<file path="config.mk">
export PLATFORM = sky130hd
export DESIGN_NAME = shift_step_sequencer_flat
export DESIGN_NICKNAME = d
export VERILOG_FILES = /design/src/rtl/shift_step_sequencer_if.sv /design/src/rtl/shift_step_sequencer.sv /design/src/flat_wrapper.sv
export SDC_FILE = /design/constraint.sdc
export NUM_CORES = 1
export LEC_CHECK = 0
export CELL_PAD_IN_SITES_DETAIL_PLACEMENT = 1
export CELL_PAD_IN_SITES_GLOBAL_PLACEMENT = 2
export CORE_UTILIZATION = 28
export DETAILED_ROUTE_END_ITERATION = 12
export PLACE_DENSITY_LB_ADDON = 0.1
export SYNTH_ARGS = -nofsm -noshare
export SYNTH_HDL_FRONTEND = slang
export SYNTH_SLANG_ARGS = --single-unit
</file>
<file path="constraint.sdc">
create_clock -name clk -period 3.4 [get_ports clk]
set_input_delay 0.68 -clock clk [delete_from_list [all_inputs] [get_ports clk]]
set_output_delay 0.68 -clock clk [all_outputs]
set_load 0.03 [all_outputs]
</file>
<file path="src/rtl/shift_step_sequencer_if.sv">
// shift_step_sequencer_if: request/result handshake bundle for shift_step_sequencer
// request: in_valid/in_ready, in_data (N), in_amt (AW), in_dir (0=left, 1=right)
// result:  out_valid/out_ready, out_data (N); status: busy
interface shift_step_sequencer_if #(parameter int N = 8, parameter int AW = $clog2(N));
  logic          in_valid;
  logic          in_ready;
  logic [N-1:0]  in_data;
  logic [AW-1:0] in_amt;
  logic          in_dir;
  logic          out_valid;
  logic          out_ready;
  logic [N-1:0]  out_data;
  logic          busy;
  modport master (output in_valid, in_data, in_amt, in_dir, out_ready,
                  input in_ready, out_valid, out_data, busy);
  modport slave (input in_valid, in_data, in_amt, in_dir, out_ready,
                 output in_ready, out_valid, out_data, busy);
endinterface

</file>
<file path="src/rtl/shift_step_sequencer.sv">
// shift_step_sequencer: multi-cycle logical shifter built from one shift-by-S and one shift-by-1 stage
// ports: clk, rst (sync, active-high), bus (slave side of shift_step_sequencer_if)
module shift_step_sequencer #(
  parameter int N = 8,
  parameter int S = 3
) (
  input logic clk,
  input logic rst,
  shift_step_sequencer_if.slave bus
);
  localparam int AW = $clog2(N);
  typedef enum logic [1:0] {IDLE, SHIFT, DONE} state_t;
  state_t state, state_n;
  logic [N-1:0] data, data_n;
  logic [AW-1:0] rem, rem_n;
  logic dir, dir_n;
  logic coarse;
  always_ff @(posedge clk) begin
    if (rst) begin
      state <= IDLE;
      data  <= '0;
      rem   <= '0;
      dir   <= 1'b0;
    end else begin
      state <= state_n;
      data  <= data_n;
      rem   <= rem_n;
      dir   <= dir_n;
    end
  end
  // coarse steps are taken while they fit, so all S-steps precede the 1-steps
  always_comb begin
    coarse  = rem >= AW'(S);
    state_n = state;
    data_n  = data;
    rem_n   = rem;
    dir_n   = dir;
    if (state == IDLE && bus.in_valid) begin
      data_n  = bus.in_data;
      rem_n   = bus.in_amt;
      dir_n   = bus.in_dir;
      state_n = bus.in_amt == '0 ? DONE : SHIFT;
    end else if (state == SHIFT) begin
      data_n  = dir ? (coarse ? data >> S : data >> 1) : (coarse ? data << S : data << 1);
      rem_n   = rem - (coarse ? AW'(S) : AW'(1));
      state_n = rem_n == '0 ? DONE : SHIFT;
    end else if (state == DONE && bus.out_ready) begin
      state_n = IDLE;
    end
  end
  assign bus.in_ready  = state == IDLE;
  assign bus.out_valid = state == DONE;
  assign bus.busy      = state != IDLE;
  assign bus.out_data  = data;
endmodule

</file>
<file path="src/flat_wrapper.sv">
// flat-port wrapper written by rule: the top's interface ports become plain ports
module shift_step_sequencer_flat 
#(
  parameter int N = 8,
  parameter int S = 3
)
  (clk, rst, bus_in_valid, bus_in_data, bus_in_amt, bus_in_dir, bus_out_ready, bus_in_ready, bus_out_valid, bus_out_data, bus_busy);
  shift_step_sequencer_if #(.N(N)) bus_i ();
  input logic clk;
  input logic rst;
  input wire logic [$bits(bus_i.in_valid)-1:0] bus_in_valid;
  input wire logic [$bits(bus_i.in_data)-1:0] bus_in_data;
  input wire logic [$bits(bus_i.in_amt)-1:0] bus_in_amt;
  input wire logic [$bits(bus_i.in_dir)-1:0] bus_in_dir;
  input wire logic [$bits(bus_i.out_ready)-1:0] bus_out_ready;
  output wire logic [$bits(bus_i.in_ready)-1:0] bus_in_ready;
  output wire logic [$bits(bus_i.out_valid)-1:0] bus_out_valid;
  output wire logic [$bits(bus_i.out_data)-1:0] bus_out_data;
  output wire logic [$bits(bus_i.busy)-1:0] bus_busy;
  assign bus_i.in_valid = bus_in_valid;
  assign bus_i.in_data = bus_in_data;
  assign bus_i.in_amt = bus_in_amt;
  assign bus_i.in_dir = bus_in_dir;
  assign bus_i.out_ready = bus_out_ready;
  assign bus_in_ready = bus_i.in_ready;
  assign bus_out_valid = bus_i.out_valid;
  assign bus_out_data = bus_i.out_data;
  assign bus_busy = bus_i.busy;
  shift_step_sequencer #(.N(N), .S(S)) u_core (.clk(clk), .rst(rst), .bus(bus_i));
endmodule
</file>
==> results of run 1 <==
-- cells by family (layout without fill, tap and decap cells) --
logic type	after synthesis	after routing
compound gates	44	44
buf+inv	15	37
flops	14	14
mux	4	4
fa+ha+maj	1	1
simple gates	54	54
-- sequential cells by signal (all words and copies together) (netlist names) --
register,flops
u_core.bus.out_data,8
u_core.dir,1
u_core.state,2
u_core.rem,3
-- per-stage QoR --
stage	utilization (%)	cells	hold slack, ns
after global placement	37.4	196	0.544
final	38.4	200	0.561
after CTS	38.4	200	0.566
after floorplan	-	132	0.526
after detailed placement	37.4	196	0.546
after global routing	38.4	200	0.593
-- per-layer routing --
metal / GRT usage [%] / vias up
met5: 0 / -
met4: 6.67 / 0
met3: 2.48 / 5
met2: 30.1 / 19
met1: 27.3 / 511
li1: - / 514
-- final cells by class --
type	count	area share (%)
Sequential cell	14	21.5
Inverter	7	2.02
Tap cell	46	4.42
Timing Repair Buffer	26	20.0
Multi-Input combinational cell	103	49.3
Clock buffer	4	2.79
-- critical path, cell delays in order (launching register included) --
cell and delay [ns]:
dfxtp_1 0.78, nor2_2 0.14, inv_1 0.08, clkdlybuf4s50_1 0.66
-- report_power, final --
group	internal (uW)	switching (uW)
Sequential	182	39.2
Clock	65.4	71.0
Combinational	96.4	106
-- synthesized netlist by cell type, types with 3 or more instances --
master    count  area [um^2]
dfxtp_1      14          280
buf_2         3         15.0
o21ai_0       6         30.0
a21oi_1      16         80.1
nor2b_1       7         43.8
a211oi_1      3         22.5
nor2_1       18         67.6
inv_1         7         26.3
mux2i_1       3         30.0
nand2_1      13         48.8
nor3_1        4         20.0
o22a_1        3         26.3
-- path summary, 6_finish.rpt --
check                                      startpoint  cells after the start                                   to
setup / recovery         u_core.state[0]$_SDFFE_PP0P_                      3                             bus_busy
hold reg to reg   u_core.bus.out_data[5]$_SDFFE_PP0P_                      2  u_core.bus.out_data[5]$_SDFFE_PP0P_
hold / removal    u_core.bus.out_data[5]$_SDFFE_PP0P_                      2  u_core.bus.out_data[5]$_SDFFE_PP0P_
setup reg to reg           u_core.rem[1]$_SDFFE_PP0P_                      6           u_core.rem[2]$_SDFFE_PP0P_
==> results.py, run 1 <==
metrics = {
    "yosys": {
        "synth_area_um2": 1010,
        "synth_cell_type_count": 41,
        "syn_nets": 149,
        "yosys_warnings": 0,
        "synth_top_family_by_area": "compound AO/OA/AOI/OAI gates",
        "synth_compound_gate_area_share_pct": 31.0,
        "synth_edf_count": 0,
        "syn_inst": 132,
        "async_flop_share_pct": 0,
        "yosysSeqAreaShare_pct": 27.8,
        "synthFlopType": "dfxtp_1",
        "avgSynthCellArea_um2": 7.65,
        "synth-seq-cells": 14,
        "synth_simple_gate_area_share_pct": 26.9,
        "synthXorXnorAreaFrac_pct": 0,
        "synthMuxAreaShare_pct": 4.46,
        "yosys.area_share.adder_pct": 1.24,
    },
    "final_layout": {
        "nFillCells": 413,
        "multiInputGateArea_um2": 642,
        "area_growth_syn_to_layout_pct": 29.0,
        "drive_above_1_share_pct": 9.09,
        "diodes": 0,
        "fin_area_um2": 1300,
        "final_net_count": 172,
        "layout_common_cells": "clkdlybuf4s50_1 (26), nor2_1 (18), a21oi_1 (16)",
        "regArea_um2": 280,
        "layout_commonest_cell": "clkdlybuf4s50_1",
    },
    "placement": {
        "place_area_um2": 1270,
        "io_buffers": 26,
        "hpwlAfterDp_mm": 2.34,
        "post-place-ws_ns": 1.00,
        "gp_congestion": 0.778,
    },
    "clock_network": {
        "ctsHoldBuffers": 0,
        "cts_tree": "yes",
        "postCtsSetupRepairBufs": 0,
        "clockBufferDepth": 2,
        "cts.clk_slew.worst_paths_ns": 0.12,
        "clock_insertion_delay_worst_skew_ns": 0.31,
        "clockRootBuffer": "clkbuf_4",
        "cts_buffers": 3,
        "post_cts_resized": 0,
        "htreeDepth": 1,
        "cts_sinks": 14,
    },
    "floorplanning": {
        "die_h_um": 62.1,
        "core-area_um2": 3390,
        "row_count": 21,
        "io_pins": 27,
        "fp.dieArea_um2": 3850,
        "fp.dieW_um": 62.1,
        "initial_utilization_pct": 29.8,
    },
    "drt": {
        "wl_per_cell_um": 16.0,
        "top_layer": "met4",
        "wl_met1_mm": 1.62,
        "wl_met3_um": 73,
        "wirelength_mm": 3.19,
        "vias_per_cell": 5.25,
        "drt_iter0_drc": 84,
        "dr_wl_met2_mm": 1.45,
        "drcViolationCount": 0,
        "detailedRoute.firstPassIterationCount": 4,
        "vias": 1049,
        "ant_nets": 0,
    },
    "timing": {
        "finalWorstSetupSlack_ns": 0.747,
        "maxSlewViolCount": 0,
        "fmaxAchievable_ghz": 0.377,
        "min_period_ns": 2.65,
        "setup_viol": 0,
        "worst_pin_slew_ns": 0.677,
        "finClkSkew_ns": 0.0173,
        "grt_setup_unrepaired": "no",
        "finalCritPeriodShare_pct": 78.0,
        "slew_headroom_pct": 54.8,
        "hold_violations": 0,
        "tns_ns": 0,
    },
    "global_route": {
        "grt-ovfl-total": 0,
        "grt_max_degree": 21,
        "grt_pass1_vias": 1024,
        "antenna_found_initial": 0,
        "grt_pass1_wl_mm": 5.23,
        "grt_util_all_layers_pct": 19.3,
    },
    "critical_path": {
        "r2r_slack_ns": 1.59,
        "cp-end-kind": "primary output",
        "required_ns": 2.72,
        "crit_fanout": 20,
        "setup.worst_path.start_class": "register",
        "arrival_ns": 1.97,
        "crit_type": "register to primary output",
    },
    "power_and_ir_drop": {
        "powerDensity_nw_per_um2": 430,
        "ir_drop_mv": 0.118,
        "leakagePower_uw": 0.000485,
        "power.total_uw": 560,
    },
    "outcome": {
        "status": "finished clean",
    },
    "worst_hold_path": {
        "hold_class": "register to register",
    },
    "flow_run": {
        "drv_cap": 0,
    },
}
(Power assumes the default switching activity.)
==> inputs of run 2 (changes only) <==
--- a/config.mk
+++ b/config.mk
@@ -7,7 +7,7 @@
 export LEC_CHECK = 0
 export CELL_PAD_IN_SITES_DETAIL_PLACEMENT = 1
 export CELL_PAD_IN_SITES_GLOBAL_PLACEMENT = 2
-export CORE_UTILIZATION = 28
+export CORE_UTILIZATION = 24
 export DETAILED_ROUTE_END_ITERATION = 12
 export PLACE_DENSITY_LB_ADDON = 0.1
 export SYNTH_ARGS = -nofsm -noshare
==> constraint.sdc (replaced) <==
create_clock -name clk -period 2.2 [get_ports clk]
set_input_delay 0.44 -clock clk [delete_from_list [all_inputs] [get_ports clk]]
set_output_delay 0.44 -clock clk [all_outputs]
set_load 0.03 [all_outputs]
==> run 2 against run 1 <==
Clock power increased by 62%. Clock skew decreased by 0.014 ns. Critical path type unchanged. Total power rose by 57%. Largest power group unchanged. Register-to-register slack got worse by 1.2 ns.
==> results.py, run 2 (synthesis results as in run 1) <==
metrics = {
    "floorplanning": {
        "io_pins": 27,
        "core-area_um2": 4030,
        "fp.dieW_um": 66.9,
        "die_h_um": 66.9,
        "fp.dieArea_um2": 4470,
        "initial_utilization_pct": 25.1,
        "row_count": 23,
    },
    "timing": {
        "finalWorstSetupSlack_ns": 0.125,
        "hold_ws_ns": 0.547,
        "grt_setup_unrepaired": "no",
        "min_period_ns": 2.08,
        "worst_pin_slew_ns": 0.477,
        "tns_ns": 0,
        "setup_viol": 0,
        "maxSlewViolCount": 0,
        "finClkSkew_ns": 0.00307,
        "slew_headroom_pct": 68.1,
        "finalCritPeriodShare_pct": 94.3,
        "hold_violations": 0,
        "fmaxAchievable_ghz": 0.482,
    },
    "placement": {
        "place_area_um2": 1300,
        "gp_congestion": 0.790,
        "io_buffers": 26,
        "post-place-ws_ns": 0.188,
        "hpwlAfterDp_mm": 2.46,
    },
    "critical_path": {
        "crit_fanout": 8,
        "r2r_slack_ns": 0.38,
        "cp_slowest_cell": "clkdlybuf4s50_1",
        "arrival_ns": 1.64,
        "required_ns": 1.76,
        "cp-end-kind": "primary output",
        "crit_type": "register to primary output",
        "cp_cell_sequence": "nor2b_1 -> clkdlybuf4s50_1",
        "critPathMaxStageDelay_ns": 0.68,
        "setup.worst_path.start_class": "register",
    },
    "final_layout": {
        "final_net_count": 176,
        "fin_area_um2": 1340,
        "layout_commonest_cell": "clkdlybuf4s50_1",
        "area_growth_syn_to_layout_pct": 33.1,
        "regArea_um2": 282,
        "largest_reg_flops": 8,
        "nFillCells": 503,
        "drive_above_1_share_pct": 11.5,
        "multiInputGateArea_um2": 642,
        "diodes": 0,
        "layout_common_cells": "clkdlybuf4s50_1 (26), nor2_1 (18), a21oi_1 (16)",
    },
    "global_route": {
        "grt_pass1_vias": 1068,
        "grt_util_all_layers_pct": 16.3,
        "grt_pass1_wl_mm": 5.39,
        "antenna_found_initial": 0,
        "grt-ovfl-total": 0,
        "grt_max_degree": 15,
    },
    "drt": {
        "drt_iter0_drc": 24,
        "detailedRoute.firstPassIterationCount": 4,
        "drcViolationCount": 0,
        "wl_per_cell_um": 15.4,
        "ant_nets": 0,
        "vias_per_cell": 4.99,
        "vias": 1032,
        "wirelength_mm": 3.18,
    },
    "worst_hold_path": {
        "hold_class": "register to register",
    },
    "clock_network": {
        "ctsHoldBuffers": 0,
        "clockRootBuffer": "clkbuf_8",
        "post_cts_resized": 0,
        "clock_insertion_delay_worst_skew_ns": 0.25,
        "cts.clk_slew.worst_paths_ns": 0.06,
        "postCtsSetupRepairBufs": 0,
        "cts_tree": "yes",
        "cts_sinks": 14,
        "htreeDepth": 1,
        "clockBufferDepth": 2,
        "cts_buffers": 3,
    },
    "power_and_ir_drop": {
        "leakagePower_uw": 0.000506,
        "power.total_uw": 881,
        "powerDensity_nw_per_um2": 655,
        "ir_drop_mv": 0.192,
    },
    "flow_run": {
        "drv_cap": 0,
    },
    "outcome": {
        "status": "finished clean",
    },
}
## run 2: cell types whose count changed in the layout (fill, tap and decap cells not counted)
cell,before,now
dfxtp_1,14,13
clkbuf_4,3,0
buf_4,0,4
dfxtp_2,0,1
clkbuf_8,1,3
## run 2: metrics by stage
step,util [%],cells
detailed placement,32.3,204
CTS,33.3,207
global route,33.4,207
finish,33.4,207
floorplan,-,132
global placement,32.3,204
## run 2: worst paths after layout
check	from	end	cells past startpoint
min reg2reg	u_core.bus.out_data[5]$_SDFFE_PP0P_	u_core.bus.out_data[4]$_SDFFE_PP0P_	2
max reg2reg	u_core.rem[1]$_SDFFE_PP0P_	u_core.rem[2]$_SDFFE_PP0P_	6
max	u_core.state[1]$_SDFFE_PP0P_	bus_out_valid	2
min	u_core.bus.out_data[5]$_SDFFE_PP0P_	u_core.bus.out_data[4]$_SDFFE_PP0P_	2
## run 2: worst max-delay path, delay by kind of cell (launching register included)
| family | cells | cell delay, ns |
|---|---|---|
| and+or+nand+nor | 1 | 0.19 |
| DFF | 1 | 0.52 |
| buffers and inverters | 1 | 0.68 |
## run 2: power by group
group | switching (uW) | internal [uW]
Clock | 99.0 | 121
Combinational | 173 | 154
Sequential | 50.8 | 283
## run 2: area by class of cell
class                   instances  share of cell area, %
clock buffers                   3                   3.07
inverters                       7                   1.96
multi-input cells             103                   47.8
flip-flops and latches         14                   20.9
well taps                      50                   4.66
repair buffers                 30                   21.6
## run 2: metal layers
| layer | wire, um | share of wire [%] | vias to the layer above | track usage (%) |
|---|---|---|---|---|
| li1 | - | - | 525 | - |
| met1 | 1610 | 51 | 487 | 22.7 |
| met2 | 1440 | 45 | 18 | 26.1 |
| met3 | 120 | 3.8 | 2 | 2.40 |
| met4 | 10 | 0.31 | 0 | 3.99 |
| met5 | 0 | 0 | - | 0 |
==> inputs of run 3 (changes only) <==
--- a/config.mk
+++ b/config.mk
@@ -8,6 +8,7 @@
 export CELL_PAD_IN_SITES_DETAIL_PLACEMENT = 1
 export CELL_PAD_IN_SITES_GLOBAL_PLACEMENT = 2
 export CORE_UTILIZATION = 24
+export CTS_BUF_LIST = sky130_fd_sc_hd__clkbuf_16
 export DETAILED_ROUTE_END_ITERATION = 12
 export PLACE_DENSITY_LB_ADDON = 0.1
 export SYNTH_ARGS = -nofsm -noshare
==> constraint.sdc (replaced) <==
create_clock -name clk -period 2.2 [get_ports clk]
set_input_delay 0.55 -clock clk [delete_from_list [all_inputs] [get_ports clk]]
set_output_delay 0.55 -clock clk [all_outputs]
set_load 0.03 [all_outputs]
==> run 3 against run 2 <==
Wire length up 3.5%. Critical path depth increased by 1. Critical path type unchanged. Sequential cell count did not move. Largest cell class unchanged. First-iteration DRC count grew 54%. Global-route usage increased by 0.65 points.
==> results.py, run 3 (synthesis results as in run 1) <==
metrics = {
    "global_route": {
        "grt_pass1_wl_mm": 5.53,
        "antenna_found_initial": 0,
        "grt-ovfl-total": 0,
        "grt_util_all_layers_pct": 17.0,
        "grt_pass1_vias": 1091,
        "grt_max_degree": 17,
    },
    "drt": {
        "ant_nets": 0,
        "vias": 1069,
        "vias_per_cell": 5.09,
        "wirelength_mm": 3.30,
        "drcViolationCount": 0,
        "detailedRoute.firstPassIterationCount": 4,
        "wl_per_cell_um": 15.7,
        "drt_iter0_drc": 37,
    },
    "timing": {
        "finalCritPeriodShare_pct": 94.1,
        "min_period_ns": 2.07,
        "finClkSkew_ns": 0.00289,
        "grt_setup_unrepaired": "no",
        "slew_headroom_pct": 66.5,
        "fmaxAchievable_ghz": 0.483,
        "setup_viol": 0,
        "tns_ns": 0,
        "maxSlewViolCount": 0,
        "hold_violations": 0,
        "worst_pin_slew_ns": 0.501,
    },
    "power_and_ir_drop": {
        "leakagePower_uw": 0.000532,
        "clkPwrFrac_pct": 35.1,
        "p_sw_share_pct": 33.7,
        "powerDensity_nw_per_um2": 738,
        "pwr-share-seq_pct": 32.0,
        "internal_power_uw": 683,
        "ir_drop_mv": 0.333,
        "pwr-share-comb_pct": 32.9,
        "netSwitchingPower_uw": 347,
    },
    "worst_hold_path": {
        "min_to": "u_core.bus.out_data[4]$_SDFFE_PP0P_",
        "hold_class": "register to register",
        "min_from": "u_core.bus.out_data[5]$_SDFFE_PP0P_",
        "holdPathStages": 2,
    },
    "critical_path": {
        "timing.rr.end": "u_core.rem[2]$_SDFFE_PP0P_",
        "critPathLaunch": "u_core.state[0]$_SDFFE_PP0P_",
        "required_ns": 1.65,
        "cp-end-kind": "primary output",
        "crit_fanout": 10,
        "reg2reg_from": "u_core.rem[1]$_SDFFE_PP0P_",
        "reg2reg_depth": 6,
        "cp_cell_sequence": "buf_4 -> nor2b_1 -> clkdlybuf4s50_1",
        "critPathMaxStageDelay_ns": 0.67,
        "setup.worst_path.start_class": "register",
        "crit_type": "register to primary output",
        "cp_slowest_cell": "clkdlybuf4s50_1",
        "arrival_ns": 1.52,
        "r2r_slack_ns": 0.40,
    },
    "clock_network": {
        "ctsHoldBuffers": 0,
        "clock_insertion_delay_worst_skew_ns": 0.25,
        "clockBufferDepth": 2,
        "clockRootBuffer": "clkbuf_16",
        "cts_sinks": 14,
        "postCtsSetupRepairBufs": 0,
        "cts.clk_slew.worst_paths_ns": 0.05,
        "cts_tree": "yes",
        "post_cts_resized": 0,
        "htreeDepth": 1,
        "cts_buffers": 3,
    },
    "flow_run": {
        "drv_cap": 0,
    },
    "final_layout": {
        "final_net_count": 178,
        "layout_commonest_cell": "clkdlybuf4s50_1",
        "layout_common_cells": "clkdlybuf4s50_1 (26), nor2_1 (18), a21oi_1 (16)",
        "fin_area_um2": 1400,
        "diodes": 0,
        "area_growth_syn_to_layout_pct": 38.2,
        "drive_above_1_share_pct": 11.9,
        "largest_reg_flops": 8,
        "final_cells": 210,
    },
    "outcome": {
        "status": "finished clean",
    },
    "placement": {
        "hpwlAfterDp_mm": 2.50,
        "dp.cells": 206,
        "io_buffers": 26,
        "place_area_um2": 1320,
        "gp_congestion": 0.782,
    },
    "floorplanning": {
        "die_h_um": 66.9,
        "core-area_um2": 4030,
        "fp.dieArea_um2": 4470,
        "io_pins": 27,
        "fp.dieW_um": 66.9,
        "initial_utilization_pct": 25.1,
        "row_count": 23,
    },
}
[run 3: changes by cell type in the layout (fill, tap and decap cells not counted), sizes merged]
cell,before,now
clkinv,0,1
buf,4,6
[run 3: worst max-delay path by stage]
stage | end | slack [ns] | cells after the start
after floorplan | bus_out_valid | 0.55 | 3
after global placement | u_core.bus.out_data[3]$_SDFFE_PP0P_ | 0.26 | 5
after detailed placement | u_core.bus.out_data[6]$_SDFFE_PP0P_ | 0.16 | 6
after CTS | bus_out_valid | 0.11 | 3
after global routing | bus_out_valid | 0.05 | 3
final | bus_out_valid | 0.13 | 3
[run 3: power by group through the flow]
stage | Sequential [uW] | Clock [uW] | Combinational (uW)
finish | 330 | 362 | 339
floorplan | 352 | 0 | 198
CTS | 330 | 368 | 344
detailed placement | 335 | 0 | 343
global route | 336 | 379 | 373
global placement | 336 | 0 | 339
[run 3: critical path, delay by kind of cell, from the launching register on]
family        cells  cell delay, ns
buf+inv           2            0.84
flops             1            0.32
simple gates      1            0.11
[run 3: per-stage QoR]
stage | hold WS [ns] | util (%) | setup WS [ns] | total power [uW]
after floorplan | 0.526 | - | 0.553 | 550
after global placement | 0.557 | 32.7 | 0.259 | 675
after detailed placement | 0.547 | 32.7 | 0.159 | 678
after CTS | 0.561 | 34.6 | 0.112 | 1040
after global routing | 0.592 | 34.6 | 0.0537 | 1090
final | 0.560 | 34.6 | 0.129 | 1030
[run 3: layer usage]
| metal | up-vias | routed length, um | track usage (%) |
|---|---|---|---|
| met3 | 7 | 126 | 3.08 |
| met2 | 25 | 1510 | 27.8 |
| met1 | 510 | 1590 | 21.9 |
| met5 | - | 0 | 0 |
| li1 | 527 | - | - |
| met4 | 0 | 67 | 6.38 |
[run 3: final cells by class]
cell class              instances  area [um^2]
flip-flops and latches         14          280
well taps                      50         62.6
clock inverters                 1         3.75
clock buffers                   3         75.1
multi-input cells             103          642
repair buffers                 32          305
inverters                       7         26.3
fillers                       504         2630
